**config.mk**
```make
export PLATFORM = sky130hd
export DESIGN_NAME = des_round_decrypter
export DESIGN_NICKNAME = d
export VERILOG_FILES = /design/src/rtl/des_round_decrypter.sv
export SDC_FILE = /design/constraint.sdc
export NUM_CORES = 1
export LEC_CHECK = 0
export CAP_MARGIN = 5
export CORE_MARGIN = 5
export CORE_UTILIZATION = 55
export DETAILED_ROUTE_END_ITERATION = 8
export PLACE_DENSITY_LB_ADDON = 0.12
export SKIP_CTS_REPAIR_TIMING = 1
export SYNTH_ARGS = -nofsm -noshare
export SYNTH_HDL_FRONTEND = slang
export SYNTH_HIERARCHICAL = 1
export SYNTH_SLANG_ARGS = --single-unit
```
**constraint.sdc**
```tcl
create_clock -name clk -period 7.4 [get_ports clk]
set_input_delay 1.48 -clock clk [delete_from_list [all_inputs] [get_ports clk]]
set_output_delay 1.48 -clock clk [all_outputs]
set_load 0.03 [all_outputs]
```
**src/rtl/des_round_decrypter.sv**
```systemverilog
// des_round_decrypter: iterative FIPS 46-3 DES decryption, one Feistel round
// per clock through a single shared fFunction instance. Bit [63] of every
// 64-bit bus is FIPS bit 1.
// Optional feature: define DES_DEC_CBC_MODE_EN to add CBC chaining
// (iv / iv_load ports); without it the block is plain ECB.

// DES round function: E expansion, subkey mix, S-boxes, P permutation.
module fFunction (
  input  logic [31:0] r_i,
  input  logic [47:0] k_i,
  output logic [31:0] f_o
);
  localparam int E_T [48] = '{
    32, 1, 2, 3, 4, 5,  4, 5, 6, 7, 8, 9,  8, 9,10,11,12,13, 12,13,14,15,16,17,
    16,17,18,19,20,21, 20,21,22,23,24,25, 24,25,26,27,28,29, 28,29,30,31,32, 1};

  localparam int P_T [32] = '{
    16, 7,20,21, 29,12,28,17,  1,15,23,26,  5,18,31,10,
     2, 8,24,14, 32,27, 3, 9, 19,13,30, 6, 22,11, 4,25};

  // Eight boxes of 4 rows x 16 columns, flattened box-major.
  localparam int SBOX [512] = '{
    14, 4,13, 1, 2,15,11, 8, 3,10, 6,12, 5, 9, 0, 7,
     0,15, 7, 4,14, 2,13, 1,10, 6,12,11, 9, 5, 3, 8,
     4, 1,14, 8,13, 6, 2,11,15,12, 9, 7, 3,10, 5, 0,
    15,12, 8, 2, 4, 9, 1, 7, 5,11, 3,14,10, 0, 6,13,
    15, 1, 8,14, 6,11, 3, 4, 9, 7, 2,13,12, 0, 5,10,
     3,13, 4, 7,15, 2, 8,14,12, 0, 1,10, 6, 9,11, 5,
     0,14, 7,11,10, 4,13, 1, 5, 8,12, 6, 9, 3, 2,15,
    13, 8,10, 1, 3,15, 4, 2,11, 6, 7,12, 0, 5,14, 9,
    10, 0, 9,14, 6, 3,15, 5, 1,13,12, 7,11, 4, 2, 8,
    13, 7, 0, 9, 3, 4, 6,10, 2, 8, 5,14,12,11,15, 1,
    13, 6, 4, 9, 8,15, 3, 0,11, 1, 2,12, 5,10,14, 7,
     1,10,13, 0, 6, 9, 8, 7, 4,15,14, 3,11, 5, 2,12,
     7,13,14, 3, 0, 6, 9,10, 1, 2, 8, 5,11,12, 4,15,
    13, 8,11, 5, 6,15, 0, 3, 4, 7, 2,12, 1,10,14, 9,
    10, 6, 9, 0,12,11, 7,13,15, 1, 3,14, 5, 2, 8, 4,
     3,15, 0, 6,10, 1,13, 8, 9, 4, 5,11,12, 7, 2,14,
     2,12, 4, 1, 7,10,11, 6, 8, 5, 3,15,13, 0,14, 9,
    14,11, 2,12, 4, 7,13, 1, 5, 0,15,10, 3, 9, 8, 6,
     4, 2, 1,11,10,13, 7, 8,15, 9,12, 5, 6, 3, 0,14,
    11, 8,12, 7, 1,14, 2,13, 6,15, 0, 9,10, 4, 5, 3,
    12, 1,10,15, 9, 2, 6, 8, 0,13, 3, 4,14, 7, 5,11,
    10,15, 4, 2, 7,12, 9, 5, 6, 1,13,14, 0,11, 3, 8,
     9,14,15, 5, 2, 8,12, 3, 7, 0, 4,10, 1,13,11, 6,
     4, 3, 2,12, 9, 5,15,10,11,14, 1, 7, 6, 0, 8,13,
     4,11, 2,14,15, 0, 8,13, 3,12, 9, 7, 5,10, 6, 1,
    13, 0,11, 7, 4, 9, 1,10,14, 3, 5,12, 2,15, 8, 6,
     1, 4,11,13,12, 3, 7,14,10,15, 6, 8, 0, 5, 9, 2,
     6,11,13, 8, 1, 4,10, 7, 9, 5, 0,15,14, 2, 3,12,
    13, 2, 8, 4, 6,15,11, 1,10, 9, 3,14, 5, 0,12, 7,
     1,15,13, 8,10, 3, 7, 4,12, 5, 6,11, 0,14, 9, 2,
     7,11, 4, 1, 9,12,14, 2, 0, 6,10,13,15, 3, 5, 8,
     2, 1,14, 7, 4,10, 8,13,15,12, 9, 0, 3, 5, 6,11};

  function automatic logic [47:0] expand(input logic [31:0] r);
    logic [47:0] e;
    for (int i = 0; i < 48; i++) e[6'(47 - i)] = r[5'(32 - E_T[i])];
    return e;
  endfunction

  // Each 6-bit group: outer bits select the row, inner four the column.
  function automatic logic [31:0] subst(input logic [47:0] x);
    logic [31:0] s;
    logic [5:0]  c;
    for (int b = 0; b < 8; b++) begin
      c = x[6'(42 - 6 * b) +: 6];
      s[5'(28 - 4 * b) +: 4] = 4'(SBOX[{3'(b), c[5], c[0], c[4:1]}]);
    end
    return s;
  endfunction

  function automatic logic [31:0] perm_p(input logic [31:0] s);
    logic [31:0] p;
    for (int i = 0; i < 32; i++) p[5'(31 - i)] = s[5'(32 - P_T[i])];
    return p;
  endfunction

  assign f_o = perm_p(subst(expand(r_i) ^ k_i));
endmodule

module des_round_decrypter #(
  parameter int KEY_PARITY_CHK = 0
) (
  input  logic        clk,
  input  logic        rst,
  input  logic        in_valid,
  output logic        in_ready,
  input  logic [63:0] in_data,
  input  logic [63:0] key,
`ifdef DES_DEC_CBC_MODE_EN
  input  logic [63:0] iv,
  input  logic        iv_load,
`endif
  output logic        out_valid,
  input  logic        out_ready,
  output logic [63:0] out_data,
  output logic        key_err,
  output logic        busy
);
  localparam int IP_T [64] = '{
    58,50,42,34,26,18,10, 2, 60,52,44,36,28,20,12, 4,
    62,54,46,38,30,22,14, 6, 64,56,48,40,32,24,16, 8,
    57,49,41,33,25,17, 9, 1, 59,51,43,35,27,19,11, 3,
    61,53,45,37,29,21,13, 5, 63,55,47,39,31,23,15, 7};

  localparam int FP_T [64] = '{
    40, 8,48,16,56,24,64,32, 39, 7,47,15,55,23,63,31,
    38, 6,46,14,54,22,62,30, 37, 5,45,13,53,21,61,29,
    36, 4,44,12,52,20,60,28, 35, 3,43,11,51,19,59,27,
    34, 2,42,10,50,18,58,26, 33, 1,41, 9,49,17,57,25};

  localparam int PC1_T [56] = '{
    57,49,41,33,25,17, 9,  1,58,50,42,34,26,18, 10, 2,59,51,43,35,27,
    19,11, 3,60,52,44,36, 63,55,47,39,31,23,15,  7,62,54,46,38,30,22,
    14, 6,61,53,45,37,29, 21,13, 5,28,20,12, 4};

  localparam int PC2_T [48] = '{
    14,17,11,24, 1, 5,  3,28,15, 6,21,10, 23,19,12, 4,26, 8, 16, 7,27,20,13, 2,
    41,52,31,37,47,55, 30,40,51,45,33,48, 44,49,39,56,34,53, 46,42,50,36,29,32};

  // Round 16 wraps the 4-bit round counter back to zero.
  localparam logic [3:0] LAST_RND = 4'd0;

  typedef enum logic [1:0] {IDLE, ROUND, DONE} state_t;

  function automatic logic [63:0] perm_ip(input logic [63:0] x);
    logic [63:0] y;
    for (int i = 0; i < 64; i++) y[6'(63 - i)] = x[6'(64 - IP_T[i])];
    return y;
  endfunction

  function automatic logic [63:0] perm_fp(input logic [63:0] x);
    logic [63:0] y;
    for (int i = 0; i < 64; i++) y[6'(63 - i)] = x[6'(64 - FP_T[i])];
    return y;
  endfunction

  function automatic logic [55:0] perm_pc1(input logic [63:0] k);
    logic [55:0] y;
    for (int i = 0; i < 56; i++) y[6'(55 - i)] = k[6'(64 - PC1_T[i])];
    return y;
  endfunction

  function automatic logic [47:0] perm_pc2(input logic [55:0] cd);
    logic [47:0] y;
    for (int i = 0; i < 48; i++) y[6'(47 - i)] = cd[6'(56 - PC2_T[i])];
    return y;
  endfunction

  // True when any key byte has even parity (DES keys use odd parity).
  function automatic logic parity_bad(input logic [63:0] k);
    logic bad;
    bad = 1'b0;
    for (int b = 0; b < 8; b++) bad = bad | ~(^k[6'(8 * b) +: 8]);
    return bad;
  endfunction

  state_t      state_q, state_d;
  logic [3:0]  rnd_q, rnd_d;
  logic [31:0] l_q, l_d, r_q, r_d;
  logic [27:0] c_q, c_d, d_q, d_d;
  logic [63:0] out_q, out_d;
  logic        ovld_q, ovld_d;
  logic        kerr_q, kerr_d;
`ifdef DES_DEC_CBC_MODE_EN
  logic [63:0] chain_q, chain_d;
  logic [63:0] ct_q, ct_d;
`endif

  logic [63:0] ip_in;
  logic [55:0] pc1_key;
  logic [27:0] c_rnd, d_rnd;
  logic [47:0] subkey;
  logic [31:0] f_out;
  logic [63:0] plain;

  assign ip_in   = perm_ip(in_data);
  assign pc1_key = perm_pc1(key);
  assign subkey  = perm_pc2({c_rnd, d_rnd});
  assign plain   = perm_fp({l_q ^ f_out, r_q});

  fFunction u_f (
    .r_i (r_q),
    .k_i (subkey),
    .f_o (f_out)
  );

  // Reverse key schedule: round 1 uses C0/D0 as-is, later rounds rotate right.
  always_comb begin
    c_rnd = c_q;
    d_rnd = d_q;
    if (rnd_q == 4'd2 || rnd_q == 4'd9 || rnd_q == LAST_RND) begin
      c_rnd = {c_q[0], c_q[27:1]};
      d_rnd = {d_q[0], d_q[27:1]};
    end else if (rnd_q != 4'd1) begin
      c_rnd = {c_q[1:0], c_q[27:2]};
      d_rnd = {d_q[1:0], d_q[27:2]};
    end
  end

  // Control FSM and next-state values for the round datapath.
  always_comb begin
    state_d = state_q;
    rnd_d   = rnd_q;
    l_d     = l_q;
    r_d     = r_q;
    c_d     = c_q;
    d_d     = d_q;
    out_d   = out_q;
    ovld_d  = ovld_q;
    kerr_d  = kerr_q;
`ifdef DES_DEC_CBC_MODE_EN
    chain_d = chain_q;
    ct_d    = ct_q;
`endif
    unique case (state_q)
      IDLE: begin
`ifdef DES_DEC_CBC_MODE_EN
        if (iv_load) chain_d = iv;
`endif
        if (in_valid) begin
          state_d = ROUND;
          {l_d, r_d} = ip_in;
          {c_d, d_d} = pc1_key;
          rnd_d   = 4'd1;
          kerr_d  = (KEY_PARITY_CHK != 0) ? parity_bad(key) : 1'b0;
`ifdef DES_DEC_CBC_MODE_EN
          ct_d    = in_data;
`endif
        end
      end
      ROUND: begin
        l_d   = r_q;
        r_d   = l_q ^ f_out;
        c_d   = c_rnd;
        d_d   = d_rnd;
        rnd_d = rnd_q + 4'd1;
        if (rnd_q == LAST_RND) begin
          state_d = DONE;
          ovld_d  = 1'b1;
`ifdef DES_DEC_CBC_MODE_EN
          out_d   = plain ^ chain_q;
`else
          out_d   = plain;
`endif
        end
      end
      DONE: begin
        if (out_ready) begin
          state_d = IDLE;
          ovld_d  = 1'b0;
`ifdef DES_DEC_CBC_MODE_EN
          chain_d = ct_q;
`endif
        end
      end
      default: state_d = IDLE;
    endcase
  end

  // State registers with synchronous reset.
  always_ff @(posedge clk) begin
    if (rst) begin
      state_q <= IDLE;
      rnd_q   <= '0;
      l_q     <= '0;
      r_q     <= '0;
      c_q     <= '0;
      d_q     <= '0;
      out_q   <= '0;
      ovld_q  <= 1'b0;
      kerr_q  <= 1'b0;
`ifdef DES_DEC_CBC_MODE_EN
      chain_q <= '0;
      ct_q    <= '0;
`endif
    end else begin
      state_q <= state_d;
      rnd_q   <= rnd_d;
      l_q     <= l_d;
      r_q     <= r_d;
      c_q     <= c_d;
      d_q     <= d_d;
      out_q   <= out_d;
      ovld_q  <= ovld_d;
      kerr_q  <= kerr_d;
`ifdef DES_DEC_CBC_MODE_EN
      chain_q <= chain_d;
      ct_q    <= ct_d;
`endif
    end
  end

  assign in_ready  = (state_q == IDLE);
  assign busy      = (state_q != IDLE);
  assign out_valid = ovld_q;
  assign out_data  = out_q;
  assign key_err   = kerr_q;
endmodule

```
* Word level (Yosys, flattened, before mapping) *
Memories as Yosys holds them, arrays and structs flattened.
Cells that the tools add are included.

word-level totals
  ROM bits = 65536
  output and inout port bits = 68
  memories = 4
  bits of input ports = 132
  register bits after elaboration = 115
  word-level logic and storage cells = 68

memory list
  name              words  width  read ports  clocked after Yosys merged registers in  write ports  line  text
  (name not given)  512    32     1           0                                        0            68    s[5'(28 - 4 * b) +: 4] = 4'(SBOX[{3'(b), c[5], c[0], c[4:1]}]);
  (name not given)  512    32     1           0                                        0            68
  (name not given)  512    32     1           0                                        0            68
  (name not given)  512    32     1           0                                        0            68

cells by class
  reductions and logical operators = 12
  add/subtract/negate cells = 1
  bitwise logic cells = 6
  mux-type cells = 24
  eq/ne operators = 9
  $lt $le $gt $ge = 4

operators with widths
  operator                count
  $mux W28                3
  $mux W32                2
  $pmux W32 S2            1
  $pmux W28 S2            1
  $ge A10 B10 Y1 const B  4
  $not A9 Y10             4
  $xor A32 B32 Y32        1
  $xor A24 B24 Y24        1
  $mux W3                 4
  $mux W4                 3
  $mux W2                 5
  $reduce_and A3 Y1       3
  $pmux W4 S2             1
  $ne A2 B2 Y1 const B    3
  $pmux W2 S3             1
  $reduce_bool A2 Y1      3
  $add A4 B1 Y4 const B   1
  $eq A4 B2 Y1 const B    1
  $eq A4 B4 Y1 const B    1
  $logic_not A4 Y1        1
  $ne A4 B1 Y1 const B    1
  $reduce_and A2 Y1       2
  $ne A3 B3 Y1 const B    1
  $eq A2 B1 Y1 const B    1
  other kinds (5)         7

* Longest topological paths before layout *
  depth after elaboration = 11
  depth in mapped cells = 19
  gate-level depth less buffers = 16

* Modules after synthesis *
Netlist, hierarchy kept.

by module, submodules not included
  module               seq. area each (sq um)  instances  cells an instance  area an instance (sq um)
  des_round_decrypter  2862.7                  1          872                7444.6
  fFunction            0.0                     1          169                1371.3

* Least setup slack after synthesis *
Ideal clock, no wire load.

  kind = register to register
  start = reg rnd_q[0]
  end = reg r_q[3]
  arrival = 3518 ps
  path buffers = 3
  required time = 7272 ps
  period minus slack after synthesis = 3646 ps
  setup time = 128 ps
  stages on the path, launching flop included = 19
  slack = 3754 ps
  cell sequence = dfxtp_1 inv_1 ha_1 nor3_1 or3_1 buf_4 buf_6 buf_2 nor2_1 a31oi_1 xor2_1 ha_1 mux4_2 nor2_1 a31oi_1 a21o_1 xor2_1 a22oi_1 nor2_1

between the ends
  longest elaborated chain between the ends = 11
  elaborated cells on any way between the ends = 15
  classes of those cells = 3 x eq/ne; 5 x mux; 3 x bitwise; 3 x reduce/logical; 1 x memory

RTL lines
  what                                          line  text
  start: declaration                            160   logic [3:0] rnd_q, rnd_d;
  start signal: assignment                      280   rnd_q <= rnd_d;
  $eq A4 B2 Y1 or $eq A4 B4 Y1 (tied branches)  193   if (rnd_q == 4'd2 || rnd_q == 4'd9 || rnd_q == LAST_RND) begin
  $logic_or A1 B1 Y1 (2 in a row)               193
  $mux W28 *                                    193
  named net d_rnd[11]                           173   logic [27:0] c_rnd, d_rnd;
  $xor A24 B24 Y24 *                            79    assign f_o = perm_p(subst(expand(r_i) ^ k_i));
  $not A9 Y10 (implied by the code) *           68
  $mem_v2 Z512 W32 *                            --
  $mux W3 (implied by the code) * (2 in a row)  68
  named net f_out[3]                            175   logic [31:0] f_out;
  $xor A32 B32 Y32 *                            235   r_d = l_q ^ f_out;
  $pmux W32 S2 *                                217   unique case (state_q)
  end signal: assignment                        282   r_q <= r_d;
  end: declaration                              161   logic [31:0] l_q, l_d, r_q, r_d;

The timed path passes the listed nets; every way through them passes the cells marked *. The select of a mux whose other input is x is not followed.
A chain may end at the register's enable or synchronous reset.

* Worst setup path in the final report *
  start = reg rnd_q[0]
  end = reg r_q[10]

between the ends
  longest elaborated chain between the ends = 11
  elaborated cells on any way between the ends = 15
  classes of those cells = 3 x eq/ne; 5 x mux; 3 x bitwise; 3 x reduce/logical; 1 x memory

RTL lines
  what                                          line
  $eq A4 B2 Y1 or $eq A4 B4 Y1 (tied branches)  193
  $logic_or A1 B1 Y1 (2 in a row)               193
  $mux W28 *                                    193
  named net d_rnd[22]                           173
  $xor A24 B24 Y24 *                            79
  $not A9 Y10 (implied by the code) *           68
  $mem_v2 Z512 W32 *                            --
  $mux W4 (implied by the code) * (2 in a row)  68
  named net f_out[10]                           175
  $xor A32 B32 Y32 *                            235
  $pmux W32 S2 *                                217

Marks and branches as above.

==> results.md <==
- Status: finished clean
- DRT iter0 DRCs: a little under 600
- DP HPWL: 11.5 mm
- WL met1: between 7 and 8 mm
- P_leak: 2.76 nW
- Vias/cell: between 5 and 6
- P per Cell Area: ~280 mW/mm^2
- First-pass GRT wire length: between 20 and 30 mm
- Post-Syn Instances: between 800 and 900
- Clock Path Buffers: 2
- CTS sink count: slightly below 100
- Share of layout cells above drive strength 1: 0.107
- CP Launch Type: flip-flop
- Syn Area/Cell: slightly above 8 um^2
- Crit path to: r_q[10]
- Max cap viols: 0
- H-tree depth: 3
- IO buf count: 50
- Uppermost routed layer: met4
- Final Cycle Share: 0.709
- Clock-pin slew on the worst setup and hold paths: around 0.070 ns
- DRT Pass-1 Iters: 6
- Die X: between 100 and 150 um
- Max frequency: roughly 190 MHz
- Fill cell count: between 1000 and 1500
- Vias in the first global route: 5414
- Die footprint: ~0.015 mm^2
- Setup Skew: slightly below 0.008 ns
- WP data required: ~7.6 ns
- Slew HR: 0.295
- TNS Setup: 0 ns
- Chip Height: about 120 um
- CTS tree: built
- P&R area growth vs syn: 7.71%
- R2R cell count: 16
- Total power: 2.04 mW
- Rows: 40
- Met2 Wirelength: 8.08 mm
- Initial antenna violation count: 0
- Synthesized area: 0.00677 mm^2
- RSZ-0062 raised after global routing: no
- Grt total ovfl: 0
- Total Nets Final: 978
- Critical path's largest stage delay: 0.90 ns
- Drt wl/cell: around 17 um
- Crit path max fanout: between 40 and 50
- Clock latency on the worst-skew pair: ~0.35 ns
- Tot GR Track Use: 0.234
- Core Util, Final: 0.605
- CTS Buf Count: 9
- Clk root buf: clkbuf_16
- R2r setup slk: 2.16 ns
- Core Box Area: between 0.01 and 0.015 mm^2
- Start point of the critical path: rnd_q[0]
- CP Cell Sequence: inv_1, ha_1, nor3_2, buf_4, or3_2, a31oi_2, xnor2_1, inv_1, ha_1, nor2b_1, a211oi_1, a21oi_1, a311oi_1, xor2_1, a22oi_1, nor2_1
- Drc violations: 0
- Total Wirelength: around 17 mm
- Ports: 200
- CP max-delay cell: or3_2
- Hold Vio Cnt, Final: 0
- Min Tclk post-route: between 5 and 6 ns
- Worst min-delay path category: reg2reg
- Ant. Diodes: 0
- RR Endpoint: r_q[10]
- Setup CP Type: reg2reg
- Worst Path Arrival: ~5.5 ns
- Largest net degree at the start of global routing: 63
- Slew @ Worst Pin: around 1.1 ns
- Initial cell density of the core: 0.561
- Post-detailed-route count of antenna-violating nets: 0
- Final Max Slew Viols: 0
- Yosys warnings: 6
- Reg-to-reg critical path startpoint: rnd_q[0]
- Met3 routed WL: ~1.2 mm
- Crit end category: flip-flop
- Placer congestion estimate: around 0.9
- Worst vdd ir: ~0.00016 V
- Via count: approximately 5800
- Endpoints failing setup: 0
-- cells in the final DEF (no fill, tap or decap), types with 3 or more instances in the layout --
master and instances:
inv_1 15, nor4_1 15, nand3_1 7, a22oi_1 25, nand2b_1 12, xor2_1 19, buf_4 9, clkbuf_8 4
nand2_1 138, nor2_1 66, dfxtp_1 98, nor3_1 9, ha_1 22, o21ai_0 5, nor4_2 9, o2bb2ai_1 4
a211oi_1 7, a311oi_1 4, a31oi_2 9, mux4_2 4, conb_1 66, o221a_2 16, mux2i_1 10, a311oi_2 11
a22o_1 24, clkbuf_16 9, clkdlybuf4s50_1 49, a31oi_1 18, and2_1 5, o31ai_1 12, a21oi_1 52, a221oi_1 3
xnor2_1 30
-- per-layer routing --
layer,GRT usage,up-vias
met5,0,-
met2,0.372,210
met1,0.315,2761
met3,0.0601,21
li1,-,2767
met4,0.0652,0
-- layout make-up --
class	instances	area, um^2	area share
multi-input combinational	638	4150	0.569
sequential	99	1980	0.272
timing repair buffer	59	563	0.0772
clock buffer	13	280	0.0384
tap	168	210	0.0288
inverter	17	63.8	0.00875
clock inverter	3	43.8	0.00600
-- through the flow --
stage	setup slack, ns	std cells	hold WS [ns]	cell area (um^2)
3_3_place_gp	2.40	981	0.445	6970
6_report	2.16	997	0.452	7290
4_1_cts	2.18	997	0.456	7290
2_1_floorplan	3.77	893	0.445	7010
5_1_grt	1.82	997	0.476	7290
3_5_place_dp	2.20	981	0.446	6970
-- worst min path at each step --
stage / slack, ns / startpoint / depth (start not counted) / endpoint
floorplan: 0.45 / r_q[20] / 2 / l_q[20]
global placement: 0.45 / out_data[7] / 2 / out_data[7]
detailed placement: 0.45 / out_data[7] / 2 / out_data[7]
CTS: 0.46 / out_data[7] / 2 / out_data[7]
global route: 0.48 / out_data[11] / 2 / out_data[11]
finish: 0.45 / out_data[7] / 2 / out_data[7]
-- critical path, delay by kind of cell (launching register included) --
family	cells	cell delay [ns]
AOI/OAI and AO/OA	5	1.36
xor gates and xnor gates	2	0.87
adders and majority gates	2	0.55
buffers and inverters	3	0.68
DFF	1	0.43
and+or+nand+nor	4	1.20
-- report_power, final --
group	internal (mW)	switching (mW)
Combinational	0.352	0.537
Clock	0.299	0.207
Sequential	0.585	0.0615
Total	1.24	0.806
-- state kept, by name, indices dropped and copies added (netlist names) --
signal     cells
l_q           24
r_q           24
state_q        2
out_valid      1
out_data      16
d_q           28
rnd_q          4
Power figures use the tool's default switching activity.
